`src/rtl/ooo_flush_sequencer_pkg.sv`:
```
// Shared types for the pipeline flush sequencer.
//   flush_state_t : sequencer FSM states
//   flush_cause_t : accepted request kind, chooses the post-FLUSH path
//   flush_ctrl_t  : per-state control outputs, decoded by decode_ctrl()
package rv32i_types_pkg;

    typedef enum logic [2:0] {
        ST_IDLE,
        ST_DRAIN,
        ST_FLUSH,
        ST_REDIRECT,
        ST_IF_DWAIT,
        ST_IF_IWAIT
    } flush_state_t;

    typedef enum logic [1:0] {
        CAUSE_INTR,
        CAUSE_EXC,
        CAUSE_RET,
        CAUSE_IFENCE
    } flush_cause_t;

    typedef struct packed {
        logic pc_en;
        logic if_id_flush;
        logic id_ex_flush;
        logic ex_comm_flush;
        logic ifence_flush;
        logic insert_priv_pc;
        logic stall_de;
        logic busy;
    } flush_ctrl_t;

    function automatic flush_ctrl_t decode_ctrl(flush_state_t s);
        flush_ctrl_t c;
        c = '0;
        unique case (s)
            ST_IDLE: begin
                c.pc_en = 1'b1;
            end
            ST_DRAIN: begin
                c.stall_de = 1'b1;
                c.busy     = 1'b1;
            end
            ST_FLUSH: begin
                c.if_id_flush   = 1'b1;
                c.id_ex_flush   = 1'b1;
                c.ex_comm_flush = 1'b1;
                c.stall_de      = 1'b1;
                c.busy          = 1'b1;
            end
            ST_IF_DWAIT, ST_IF_IWAIT: begin
                c.ifence_flush = 1'b1;
                c.stall_de     = 1'b1;
                c.busy         = 1'b1;
            end
            ST_REDIRECT: begin
                c.insert_priv_pc = 1'b1;
                c.pc_en          = 1'b1;
                c.if_id_flush    = 1'b1;
                c.stall_de       = 1'b1;
                c.busy           = 1'b1;
            end
            default: c.pc_en = 1'b1;
        endcase
        return c;
    endfunction

endpackage

```
`src/rtl/ooo_flush_sequencer_drain_counter.sv`:
```
// Saturating drain-cycle counter.
//   clk, rst : clock and synchronous active-high reset
//   clr      : clear to zero (wins over en)
//   en       : increment, saturating at DRAIN_MAX
//   at_max   : count == DRAIN_MAX
module flush_drain_counter #(
    parameter int unsigned DRAIN_MAX = 16
) (
    input  logic clk,
    input  logic rst,
    input  logic clr,
    input  logic en,
    output logic at_max
);

    localparam int unsigned CW = $clog2(DRAIN_MAX + 1);
    localparam logic [CW-1:0] MAX_V = CW'(DRAIN_MAX);

    logic [CW-1:0] count;

    always_ff @(posedge clk) begin
        if (rst || clr) begin
            count <= '0;
        end else if (en && (count != MAX_V)) begin
            count <= count + CW'(1);
        end
    end

    assign at_max = (count == MAX_V);

endmodule

```
`src/rtl/ooo_flush_sequencer.sv`:
```
// Pipeline recovery sequencer: accepts trap/xRET/FENCE.I/mispredict requests
// from commit, drains memory and multi-cycle units, issues ordered flushes
// and redirects fetch to priv_pc.
//   CLK, RST            : clock, synchronous active-high reset
//   *_req, mispredict   : recovery requests (priority intr>exc>ret>ifence>mispredict)
//   trap_vec/epc_in/ifence_pc : redirect targets latched into priv_pc
//   d_mem_busy/busy_mu/busy_du : drain conditions
//   dflushed/iflushed   : FENCE.I cache maintenance handshakes
//   outputs             : pipeline control, priv_pc, debug/status flags
module ooo_flush_sequencer
    import rv32i_types_pkg::*;
#(
    parameter int unsigned WORD_W    = 32,
    parameter int unsigned DRAIN_MAX = 16
) (
    input  logic              CLK,
    input  logic              RST,
    input  logic              intr_req,
    input  logic              exc_req,
    input  logic              ret_req,
    input  logic              ifence_req,
    input  logic              mispredict,
    input  logic [WORD_W-1:0] trap_vec,
    input  logic [WORD_W-1:0] epc_in,
    input  logic [WORD_W-1:0] ifence_pc,
    input  logic              d_mem_busy,
    input  logic              busy_mu,
    input  logic              busy_du,
    input  logic              dflushed,
    input  logic              iflushed,
    output logic              pc_en,
    output logic              if_id_flush,
    output logic              id_ex_flush,
    output logic              ex_comm_flush,
    output logic              ifence_flush,
    output logic              insert_priv_pc,
    output logic [WORD_W-1:0] priv_pc,
    output logic              intr_taken,
    output logic              stall_de,
    output logic              drain_timeout,
    output logic              busy
);

    flush_state_t      state, state_n;
    flush_cause_t      cause, cause_n;
    logic [WORD_W-1:0] pc_q, pc_n;
    flush_ctrl_t       ctrl_q;

    logic any_req;
    logic drained;
    logic cnt_en;
    logic cnt_clr;
    logic at_max;
    logic mp_flush;

    assign any_req = intr_req | exc_req | ret_req | ifence_req;
    assign drained = ~(d_mem_busy | busy_mu | busy_du);

    always_comb begin
        state_n = state;
        cause_n = cause;
        pc_n    = pc_q;
        unique case (state)
            ST_IDLE: begin
                if (intr_req) begin
                    cause_n = CAUSE_INTR;
                    pc_n    = trap_vec;
                    state_n = ST_DRAIN;
                end else if (exc_req) begin
                    cause_n = CAUSE_EXC;
                    pc_n    = trap_vec;
                    state_n = ST_DRAIN;
                end else if (ret_req) begin
                    cause_n = CAUSE_RET;
                    pc_n    = epc_in;
                    state_n = ST_DRAIN;
                end else if (ifence_req) begin
                    cause_n = CAUSE_IFENCE;
                    pc_n    = ifence_pc;
                    state_n = ST_DRAIN;
                end
            end
            ST_DRAIN:    if (drained)  state_n = ST_FLUSH;
            ST_FLUSH:    state_n = (cause == CAUSE_IFENCE) ? ST_IF_DWAIT : ST_REDIRECT;
            ST_IF_DWAIT: if (dflushed) state_n = ST_IF_IWAIT;
            ST_IF_IWAIT: if (iflushed) state_n = ST_REDIRECT;
            ST_REDIRECT: state_n = ST_IDLE;
            default:     state_n = ST_IDLE;
        endcase
    end

    // Counting starts on the accepting edge so the count equals the
    // number of the current DRAIN cycle; timeout then lands on cycle DRAIN_MAX.
    assign cnt_en  = ((state == ST_IDLE) && any_req) || (state == ST_DRAIN);
    assign cnt_clr = (state == ST_DRAIN) && drained;

    flush_drain_counter #(
        .DRAIN_MAX(DRAIN_MAX)
    ) u_drain_cnt (
        .clk   (CLK),
        .rst   (RST),
        .clr   (cnt_clr),
        .en    (cnt_en),
        .at_max(at_max)
    );

    // State-derived controls are registered from the next state.
    always_ff @(posedge CLK) begin
        if (RST) begin
            state  <= ST_IDLE;
            cause  <= CAUSE_INTR;
            pc_q   <= '0;
            ctrl_q <= decode_ctrl(ST_IDLE);
        end else begin
            state  <= state_n;
            cause  <= cause_n;
            pc_q   <= pc_n;
            ctrl_q <= decode_ctrl(state_n);
        end
    end

    // Same-cycle responses: interrupt ack and mispredict front-end flush.
    assign intr_taken = (state == ST_IDLE) && intr_req;
    assign mp_flush   = (state == ST_IDLE) && mispredict && !any_req;

    assign pc_en          = ctrl_q.pc_en;
    assign if_id_flush    = ctrl_q.if_id_flush | mp_flush;
    assign id_ex_flush    = ctrl_q.id_ex_flush | mp_flush;
    assign ex_comm_flush  = ctrl_q.ex_comm_flush;
    assign ifence_flush   = ctrl_q.ifence_flush;
    assign insert_priv_pc = ctrl_q.insert_priv_pc;
    assign stall_de       = ctrl_q.stall_de;
    assign busy           = ctrl_q.busy;
    assign priv_pc        = pc_q;
    assign drain_timeout  = at_max;

endmodule
```
`config.mk`:
```
export PLATFORM = sky130hd
export DESIGN_NAME = ooo_flush_sequencer
export DESIGN_NICKNAME = d
export VERILOG_FILES = /design/src/rtl/ooo_flush_sequencer_pkg.sv /design/src/rtl/ooo_flush_sequencer_drain_counter.sv /design/src/rtl/ooo_flush_sequencer.sv
export SDC_FILE = /design/constraint.sdc
export NUM_CORES = 1
export LEC_CHECK = 0
export CAP_MARGIN = 20
export CELL_PAD_IN_SITES_DETAIL_PLACEMENT = 1
export CELL_PAD_IN_SITES_GLOBAL_PLACEMENT = 1
export CORE_ASPECT_RATIO = 0.75
export CORE_MARGIN = 2
export CORE_UTILIZATION = 29
export CTS_CLUSTER_SIZE = 28
export DETAILED_ROUTE_END_ITERATION = 10
export GPL_ROUTABILITY_DRIVEN = 0
export PLACE_DENSITY_LB_ADDON = 0.1
export SLEW_MARGIN = 20
export SYNTH_ARGS = -nofsm -noshare
export SYNTH_HDL_FRONTEND = slang
export SYNTH_SLANG_ARGS = --single-unit
```
`constraint.sdc`:
```
create_clock -name CLK -period 4.55 [get_ports CLK]
set_clock_uncertainty 0.1 [all_clocks]
set_input_delay 0.6825 -clock CLK [delete_from_list [all_inputs] [get_ports CLK]]
set_output_delay 0.6825 -clock CLK [all_outputs]
set_load 0.005 [all_outputs]
```
==> results.toml, run 1 <==
[status]
status = "completed"

[sta]
setup_repair_after_global_routing_missed_its_margin = "no"
total_count_of_max_transition_violations_in_the_final_report = 0
tightest_slew_ps = 978
post-route-min-period_ps = 3180
max_slew_margin_pct = 34.6
hold_violations = 0
final.period_utilization_pct = 69.9
setup_violations = 0
fin_tns_setup_ps = 0
fmax_mhz = 314

[worst_setup_path]
critical-path-top-cell-by-count = "sky130_fd_sc_hd__clkdlybuf4s50_1"
worst_reg2reg_startpoint = "state[1]"
crit_buf_inv = 2
reg2reg_depth = 4
timing.critical_path.fanout_max = 3
worst-endpoint-arrival_ps = 2400
path_delay_family = "buffers and inverters"
crit_chain = "clkdlybuf4s50_1 > nor4_2 > a31o_1 > clkdlybuf4s50_1"
regToRegSetupSlack_ps = 2470
worst_setup_path_start_kind = "input pin"
slowest_delay_ps = 550
cp_class = "input pin to output pin"
worst_path_required_ps = 3770
critical_path_capture_point_type = "output pin"
crit_path_top_delay_cell = "sky130_fd_sc_hd__nor4_2"
rr_endpoint = "priv_pc[18]"

[cells_and_area]
register_area_um2 = 961
final_util_pct = 49.5
area_used_by_multi_input_combinational_logic_um2 = 1440
final.fill_count = 987
n_antenna_cell = 0
post_layout_nonfiller_instances = 526
layout-area-overhead-vs-synth_pct = 64.2
net_count_of_the_finished_layout = 527
drive_above_1_share_pct = 4.55

[grt]
grt_first_pass_wirelength_mm = 14.0
vias_in_the_first_global_route = 2847
gr-usage-met1_pct = 22.1
global_route.usage.met2_pct = 30.3
overflow = 0
met3_usage_pct = 6.57
overall_fraction_of_global_route_tracks_in_use_pct = 18.0
maximum_number_of_pins_on_one_net_before_global_route_repair = 36
top_usage_layer = "met2"
antenna_found_initial = 0

[cts]
cts_inserted_buffers = 5
postCtsResizedCells = 0
ctsHtreeMaxLevel = 2
cts_buffer_depth = 2
ctsHoldBuffers = 0
ctsRootBufferMaster = "sky130_fd_sc_hd__clkbuf_16"
clkTransAtPathRegs_ps = 60
cts_post_setup_buffers_inserted = 0
cts_sinks = 48
tritoncts = "built"
worstSkewPairLatency_ps = 280

[floorplan]
ports_placed_on_the_boundary = 150
floorplan.die.height_um = 85.5
start_util_pct = 30.2
row_count = 29
die_w_um = 113
core_area_um2 = 8530
design.die.area_um2 = 9640

[synthesis]
synthCells = 285
synth_fp_nets = 395
postSynthRegisterBits = 48
yosys.cell_types.count = 35
yosysSeqAreaShare_pct = 37.4
synth_warnings = 0
synth_area_um2 = 2570
post_synth.cell_area_avg_um2 = 9.02

[routing]
routed_via_density = 5.21
dr.pass1.iters = 4
route.detailed.wl_per_inst_um = 16.9
count_of_unresolved_drc_violations_after_routing = 0
postRouteWirelength_mm = 8.88
drtIter0Drc = 35
final_antenna_net_count = 0
route.vias.total = 2741

[min_path]
timing.hold.worst_endpoint = "priv_pc[6]"
hold_path.class = "register to register"
worstHoldStart = "priv_pc[6]"
worst_hold_path.num_cells = 1

[placed_design]
dp_cells = 518
dpl_hpwl_mm = 6.54
port-buffer-count = 149

[pwr]
p_leak_nw = 1.61
max-vdd-ir-drop_v = 0.000149
power.density_nw_per_um2 = 268

[job]
reported_max_cap_violation_count = 0
-- registers in the layout, indices dropped and copies added (netlist names) --
register,flops
cause,2
ctrl_q,2
ifence_flush,1
insert_priv_pc,1
pc_en,1
priv_pc,32
stall_de,1
state,3
u_drain_cnt.count,5
-- area by class of cell --
class                           instances  area share, %
Timing Repair Buffer                  154           36.1
Sequential cell                        48           22.8
Clock buffer                            8           3.47
Inverter                                4          0.356
Multi-Input combinational cell        204           34.1
Tap cell                              108           3.20
-- layer usage --
| layer | vias to the layer above | share of wire [%] |
|---|---|---|
| li1 | 1330 | - |
| met1 | 1321 | 42 |
| met2 | 84 | 48 |
| met3 | 6 | 8.2 |
| met4 | 0 | 1.2 |
| met5 | - | 0 |
-- where the power goes --
group	internal, mW	switching [mW]	total [mW]
combinational	0.180	0.106	0.286
sequential	0.452	0.0215	0.474
clock	0.220	0.151	0.371
total	0.852	0.279	1.13
-- cells by family (layout without fill, tap and decap cells) --
family / count (synthesis) / count (layout) / share of synthesized area [%]
adder cells (fa/ha/maj): 2 / 2 / 0.973
buffers and inverters: 33 / 166 / 6.81
AO/OA/AOI/OAI: 126 / 126 / 30.8
flip-flops: 48 / 48 / 37.4
multiplexers: 37 / 37 / 14.4
AND/OR/NAND/NOR: 39 / 39 / 9.64
-- cell usage after synthesis, drive strengths merged --
library cell,count,area (um2)
clkbuf,15,56.3
a22o,31,272
and2,1,6.26
o211ai,1,7.51
or3,1,11.3
mux2i,37,370
a2111oi,1,8.76
nand4,1,6.26
or4b,1,10.0
nor4bb,1,10.0
nor4,1,12.5
nand4b,1,8.76
a211oi,5,37.5
nor3,2,20.0
nand3,6,30.0
inv,3,11.3
clkinv,1,3.75
o21ai,76,380
nand2,3,11.3
or2,3,18.8
nor2b,8,50.1
buf,14,104
a21oi,5,36.3
dfxtp,48,961
nor2,7,26.3
a31oi,4,25.0
or4,3,26.3
o21a,1,7.51
a31o,2,17.5
ha,2,25.0
-- worst max-delay path by stage --
stage / cells past startpoint / end / start / slack [ps]
after floorplan: 4 / id_ex_flush / ret_req / 2240
after global placement: 4 / id_ex_flush / exc_req / 1390
after detailed placement: 5 / priv_pc[18] / intr_req / 1350
after CTS: 4 / if_id_flush / exc_req / 1360
after global routing: 4 / id_ex_flush / exc_req / 1320
final: 4 / if_id_flush / exc_req / 1370
-- per-stage QoR --
step | worst slack (ps) | hold slack [ps] | total power [mW] | instance area (um2)
final | 1370 | 385 | 1.13 | 4220
after global placement | 1390 | 357 | 0.763 | 4080
after detailed placement | 1350 | 368 | 0.772 | 4080
after global routing | 1320 | 410 | 1.19 | 4220
after CTS | 1360 | 385 | 1.14 | 4220
after floorplan | 2240 | 366 | 0.595 | 2570
-- cells in the final DEF, fill, tap and decap left out, drive strengths merged, types with 2 or more instances in the layout --
master         instances
nor2                   7
a21oi                  5
buf                    6
nand3                  6
o21ai                 76
a211oi                 5
nor2b                  8
a31oi                  4
mux2i                 37
dfxtp                 48
a22o                  31
nor3                   2
inv                    3
nand2                  3
or2                    3
or4                    3
a31o                   2
ha                     2
clkdlybuf4s50        148
clkbuf                 8
(Power assumes the default switching activity.)
==> inputs of run 2 (changes only) <==
--- a/config.mk
+++ b/config.mk
@@ -10,7 +10,7 @@
 export CELL_PAD_IN_SITES_GLOBAL_PLACEMENT = 1
 export CORE_ASPECT_RATIO = 0.75
 export CORE_MARGIN = 2
-export CORE_UTILIZATION = 29
+export CORE_UTILIZATION = 27
 export CTS_CLUSTER_SIZE = 28
 export DETAILED_ROUTE_END_ITERATION = 10
 export GPL_ROUTABILITY_DRIVEN = 0
==> constraint.sdc (replaced) <==
create_clock -name CLK -period 3.1 [get_ports CLK]
set_clock_uncertainty 0.1 [all_clocks]
set_input_delay 0.465 -clock CLK [delete_from_list [all_inputs] [get_ports CLK]]
set_output_delay 0.465 -clock CLK [all_outputs]
set_load 0.005 [all_outputs]
==> run 2 against run 1 <==
- sequential share of layout area fell by 0.33 points
- routed wire length fell by 0.26%
- clock power increased by 47%
- critical endpoint unchanged
- non-clock buffer count rose by 4
- clock-buffer cell count unchanged
- die area is 7.1% higher
- power rose by 47%
- critical path depth is 1 higher
- register-to-register slack worse by 1300 ps
- flip-flop and latch count did not move
- cell area up 1.5%
- worst setup slack worse by 880 ps
==> results.toml, run 2 (synthesized netlist as in run 1, its figures left out) <==
[worst_setup_path]
worst_path_required_ps = 2530
reg2reg_depth = 4
critical_path_capture_point_type = "output pin"
cp_class = "input pin to output pin"
worst_reg2reg_startpoint = "state[1]"
rr_endpoint = "priv_pc[18]"
crit_chain = "clkdlybuf4s50_1 > nor4_2 > buf_4 > a31o_1 > clkdlybuf4s50_1"
path_delay_family = "buffers and inverters"
timing.critical_path.fanout_max = 12
worst-endpoint-arrival_ps = 2050
crit_path_top_delay_cell = "sky130_fd_sc_hd__clkdlybuf4s50_1"
crit_buf_inv = 3
slowest_delay_ps = 490
worst_setup_path_start_kind = "input pin"
regToRegSetupSlack_ps = 1200
critical-path-top-cell-by-count = "sky130_fd_sc_hd__clkdlybuf4s50_1"

[grt]
antenna_found_initial = 0
overflow = 0
maximum_number_of_pins_on_one_net_before_global_route_repair = 36
global_route.usage.met2_pct = 29.2
top_usage_layer = "met2"
met3_usage_pct = 6.03
overall_fraction_of_global_route_tracks_in_use_pct = 17.1
gr-usage-met1_pct = 20.1
grt_first_pass_wirelength_mm = 13.8
vias_in_the_first_global_route = 2835

[pwr]
netSwitchingFraction_pct = 24.7
max-vdd-ir-drop_v = 0.000175
power.density_nw_per_um2 = 389
p_comb_share_pct = 25.5
p_leak_nw = 1.63
power.net_switching_uw = 412
seqPwrFrac_pct = 41.7
clock_power_share_pct = 32.8
cellInternalPower_mw = 1.26

[sta]
fmax_mhz = 383
setup_repair_after_global_routing_missed_its_margin = "no"
tightest_slew_ps = 589
setup_violations = 0
final_worst_path_setup_slack_ps = 490
fin_tns_setup_ps = 0
total_count_of_max_transition_violations_in_the_final_report = 0
final.period_utilization_pct = 84.2
max_slew_margin_pct = 59.7
post-route-min-period_ps = 2610
hold_violations = 0

[cells_and_area]
most_common_cell_after_layout_fill_and_taps_aside = "sky130_fd_sc_hd__clkdlybuf4s50_1"
final.fill_count = 1100
drive_above_1_share_pct = 5.21
n_antenna_cell = 0
leading_cell_types_in_the_layout_fill_and_taps_excluded = "148 x sky130_fd_sc_hd__clkdlybuf4s50_1, 73 x sky130_fd_sc_hd__o21ai_0, 48 x sky130_fd_sc_hd__dfxtp_1, 37 x sky130_fd_sc_hd__mux2i_1, 31 x sky130_fd_sc_hd__a22o_1"
largest_reg_flops = 32
post_layout_nonfiller_instances = 550
area_used_by_multi_input_combinational_logic_um2 = 1440
register_area_um2 = 961
final_util_pct = 46.8
layout-area-overhead-vs-synth_pct = 66.7
net_count_of_the_finished_layout = 531

[min_path]
hold_path.class = "register to register"
worst_hold_path.num_cells = 1
worstHoldStart = "priv_pc[2]"
timing.hold.worst_endpoint = "priv_pc[2]"

[routing]
routed_via_density = 5.02
final_antenna_net_count = 0
dr.pass1.iters = 4
count_of_unresolved_drc_violations_after_routing = 0
drtIter0Drc = 56
route.vias.total = 2761
postRouteWirelength_mm = 8.86
route.detailed.wl_per_inst_um = 16.1

[floorplan]
core_area_um2 = 9160
row_count = 30
floorplan.die.height_um = 88.5
die_w_um = 117
design.die.area_um2 = 10300
start_util_pct = 28.1
ports_placed_on_the_boundary = 150

[cts]
cts_post_setup_buffers_inserted = 0
ctsRootBufferMaster = "sky130_fd_sc_hd__clkbuf_16"
ctsHtreeMaxLevel = 2
cts_inserted_buffers = 5
clkTransAtPathRegs_ps = 60
tritoncts = "built"
cts_sinks = 48
cts_buffer_depth = 2
ctsHoldBuffers = 0
postCtsResizedCells = 0
worstSkewPairLatency_ps = 280

[placed_design]
dpl_hpwl_mm = 6.69
dp_cells = 542
port-buffer-count = 149
pre_cts_slack_ps = 479

[job]
reported_max_cap_violation_count = 0

[status]
status = "completed"
## run 2: worst max-delay path by stage
stage	from	endpoint	slack (ps)	cells past startpoint
3_5_place_dp	exc_req	priv_pc[7]	480	6
4_1_cts	exc_req	if_id_flush	480	5
2_1_floorplan	ret_req	id_ex_flush	1230	4
5_1_grt	exc_req	if_id_flush	380	5
3_3_place_gp	exc_req	id_ex_flush	490	5
6_report	exc_req	if_id_flush	490	5
## run 2: area by class of cell
class / instances / share of cell area, %
clock buffers: 8 / 3.42
repair buffers: 158 / 36.4
well taps: 128 / 3.74
multi-input cells: 204 / 33.6
inverters: 4 / 0.350
flip-flops and latches: 48 / 22.4
## run 2: stage by stage
step / power, mW / cell area [um2] / hold WS, ps
after floorplan: 0.873 / 2570 / 366
after global placement: 1.13 / 4120 / 360
after detailed placement: 1.14 / 4140 / 357
after CTS: 1.69 / 4290 / 382
after global routing: 1.76 / 4290 / 398
final: 1.67 / 4290 / 378
## run 2: layer usage
layer	part of all wire, %	vias to the layer above
met2	47	93
li1	-	1337
met1	42	1314
met4	2.6	0
met3	8.0	17
met5	0	-
## run 2: power by group through the flow
stage / clock network [mW] / logic, mW / registers (mW)
finish: 0.547 / 0.425 / 0.695
global route: 0.590 / 0.465 / 0.702
CTS: 0.561 / 0.433 / 0.695
detailed placement: 0 / 0.432 / 0.707
global placement: 0 / 0.419 / 0.708
floorplan: 0 / 0.169 / 0.704
==> inputs of run 3 (changes only) <==
--- a/config.mk
+++ b/config.mk
@@ -10,7 +10,7 @@
 export CELL_PAD_IN_SITES_GLOBAL_PLACEMENT = 1
 export CORE_ASPECT_RATIO = 0.75
 export CORE_MARGIN = 2
-export CORE_UTILIZATION = 27
+export CORE_UTILIZATION = 24
 export CTS_CLUSTER_SIZE = 28
 export DETAILED_ROUTE_END_ITERATION = 10
 export GPL_ROUTABILITY_DRIVEN = 0
==> constraint.sdc (replaced) <==
create_clock -name CLK -period 2.4 [get_ports CLK]
set_clock_uncertainty 0.1 [all_clocks]
set_input_delay 0.36 -clock CLK [delete_from_list [all_inputs] [get_ports CLK]]
set_output_delay 0.36 -clock CLK [all_outputs]
set_load 0.005 [all_outputs]
==> run 3 against run 2 <==
- hold slack about the same
- cell area grew 3.1%
- first-iteration DRC count increased by 70%
- critical path depth is the same
- global-route usage shrank 1.7 points
- sequential share of layout area is 0.68 points lower
- clock power grew 85%
- register-to-register slack lost 740 ps
- critical path type unchanged
- largest power group is now the clock network
==> results.toml, run 3 (synthesized netlist as in run 1, its figures left out) <==
[status]
status = "completed"

[sta]
setup_violations = 0
setup_repair_after_global_routing_missed_its_margin = "no"
fmax_mhz = 441
tightest_slew_ps = 658
final.period_utilization_pct = 94.4
hold_violations = 0
finalHoldWorstSlack_ps = 378
max_slew_margin_pct = 55.0
post-route-min-period_ps = 2270
total_count_of_max_transition_violations_in_the_final_report = 0

[worst_setup_path]
worst_setup_path_start_kind = "input pin"
critical_path_capture_point_type = "output pin"
worst_path_required_ps = 1940
cp_class = "input pin to output pin"
worst-endpoint-arrival_ps = 1810
timing.critical_path.fanout_max = 3

[cells_and_area]
drive_above_1_share_pct = 6.81
final_util_pct = 42.6
leading_cell_types_in_the_layout_fill_and_taps_excluded = "146 x sky130_fd_sc_hd__clkdlybuf4s50_1, 73 x sky130_fd_sc_hd__o21ai_0, 48 x sky130_fd_sc_hd__dfxtp_1, 37 x sky130_fd_sc_hd__mux2i_1, 31 x sky130_fd_sc_hd__a22o_1"
most_common_cell_after_layout_fill_and_taps_aside = "sky130_fd_sc_hd__clkdlybuf4s50_1"
register_area_um2 = 961
area_used_by_multi_input_combinational_logic_um2 = 1450
final.fill_count = 1209
n_antenna_cell = 0
net_count_of_the_finished_layout = 535
largest_reg_flops = 32
layout-area-overhead-vs-synth_pct = 71.9

[floorplan]
start_util_pct = 24.8
ports_placed_on_the_boundary = 150
design.die.area_um2 = 11600
floorplan.die.height_um = 93.6
core_area_um2 = 10400
die_w_um = 124
row_count = 32

[cts]
ctsHoldBuffers = 0
cts_buffer_depth = 2
cts_sinks = 48
clkTransAtPathRegs_ps = 70
cts_inserted_buffers = 5
worstSkewPairLatency_ps = 280
tritoncts = "built"
ctsRootBufferMaster = "sky130_fd_sc_hd__clkbuf_16"
cts_post_setup_buffers_inserted = 0
ctsHtreeMaxLevel = 2

[pwr]
netSwitchingFraction_pct = 22.4
totalPowerFinal_mw = 2.47
clock_power_share_pct = 40.9
seqPwrFrac_pct = 36.4
cellInternalPower_mw = 1.92
max-vdd-ir-drop_v = 0.000321
power.net_switching_uw = 552
p_leak_nw = 1.70
power.density_nw_per_um2 = 558
p_comb_share_pct = 22.7

[job]
reported_max_cap_violation_count = 0

[grt]
overflow = 0
antenna_found_initial = 0
maximum_number_of_pins_on_one_net_before_global_route_repair = 34
overall_fraction_of_global_route_tracks_in_use_pct = 15.4
grt_first_pass_wirelength_mm = 13.8
vias_in_the_first_global_route = 2818

[routing]
dr.pass1.iters = 4
route.vias.total = 2708
routed_via_density = 4.82
route.detailed.wl_per_inst_um = 16.0
postRouteWirelength_mm = 8.97
count_of_unresolved_drc_violations_after_routing = 0
final_antenna_net_count = 0
drtIter0Drc = 95

[placed_design]
port-buffer-count = 149
dpl_hpwl_mm = 6.77

[min_path]
hold_path.class = "register to register"
run 3: changes by cell type in the layout (fill, tap and decap cells not counted), moves of 2 or more:
cell,delta
sky130_fd_sc_hd__buf_4,+3
sky130_fd_sc_hd__bufinv_16,+3
sky130_fd_sc_hd__buf_12,+2
sky130_fd_sc_hd__clkbuf_1,-2
sky130_fd_sc_hd__clkdlybuf4s50_1,-2
run 3: worst paths after layout:
| kind | to | cells after the start | slack (ps) | startpoint |
|---|---|---|---|---|
| setup / recovery | id_ex_flush | 5 | 130 | exc_req |
| hold / removal | priv_pc[28] | 1 | 380 | priv_pc[28] |
| setup reg to reg | ctrl_q[6] | 3 | 460 | state[0] |
| hold reg to reg | priv_pc[28] | 1 | 380 | priv_pc[28] |
run 3: critical path, stage by stage:
cell                              delay, ps
sky130_fd_sc_hd__clkdlybuf4s50_1        460
sky130_fd_sc_hd__nor4_2                 170
sky130_fd_sc_hd__buf_4                  170
sky130_fd_sc_hd__a31o_1                 140
sky130_fd_sc_hd__clkdlybuf4s50_1        500
run 3: layout make-up:
type | instances | area share (%)
Tap cell | 136 | 3.85
Clock inverter | 3 | 2.04
Timing Repair Buffer | 162 | 36.4
Clock buffer | 5 | 2.83
Multi-Input combinational cell | 204 | 32.8
Inverter | 4 | 0.340
Sequential cell | 48 | 21.7
run 3: stage by stage:
stage	cell area [um2]	setup TNS (ps)	worst slack, ps	std cells
2_1_floorplan	2570	0	730	285
3_3_place_gp	4200	0	56.3	554
3_5_place_dp	4200	-1.66	-1.66	554
4_1_cts	4420	0	47.8	562
5_1_grt	4420	0	25.2	562
6_report	4420	0	133	562
run 3: power groups by stage:
stage	Clock, mW	Combinational, mW	Sequential (mW)
3_5_place_dp	0	0.571	0.914
2_1_floorplan	0	0.218	0.910
4_1_cts	1.04	0.572	0.899
6_report	1.01	0.559	0.899
5_1_grt	1.08	0.613	0.907
3_3_place_gp	0	0.562	0.913
run 3: timing repair:
| action | 4_1_cts | 5_1_grt |
|---|---|---|
| pin swaps | 1 | 1 |
| resized for setup | 2 | 1 |
| setup endpoints to repair | 2 | 2 |
run 3: layer usage:
layer	vias up	track usage [%]	routed length (um)
met4	0	3.13	62
met1	1270	18.3	3890
met2	91	26.3	4200
met3	4	5.98	814
met5	-	0	0
li1	1343	-	-
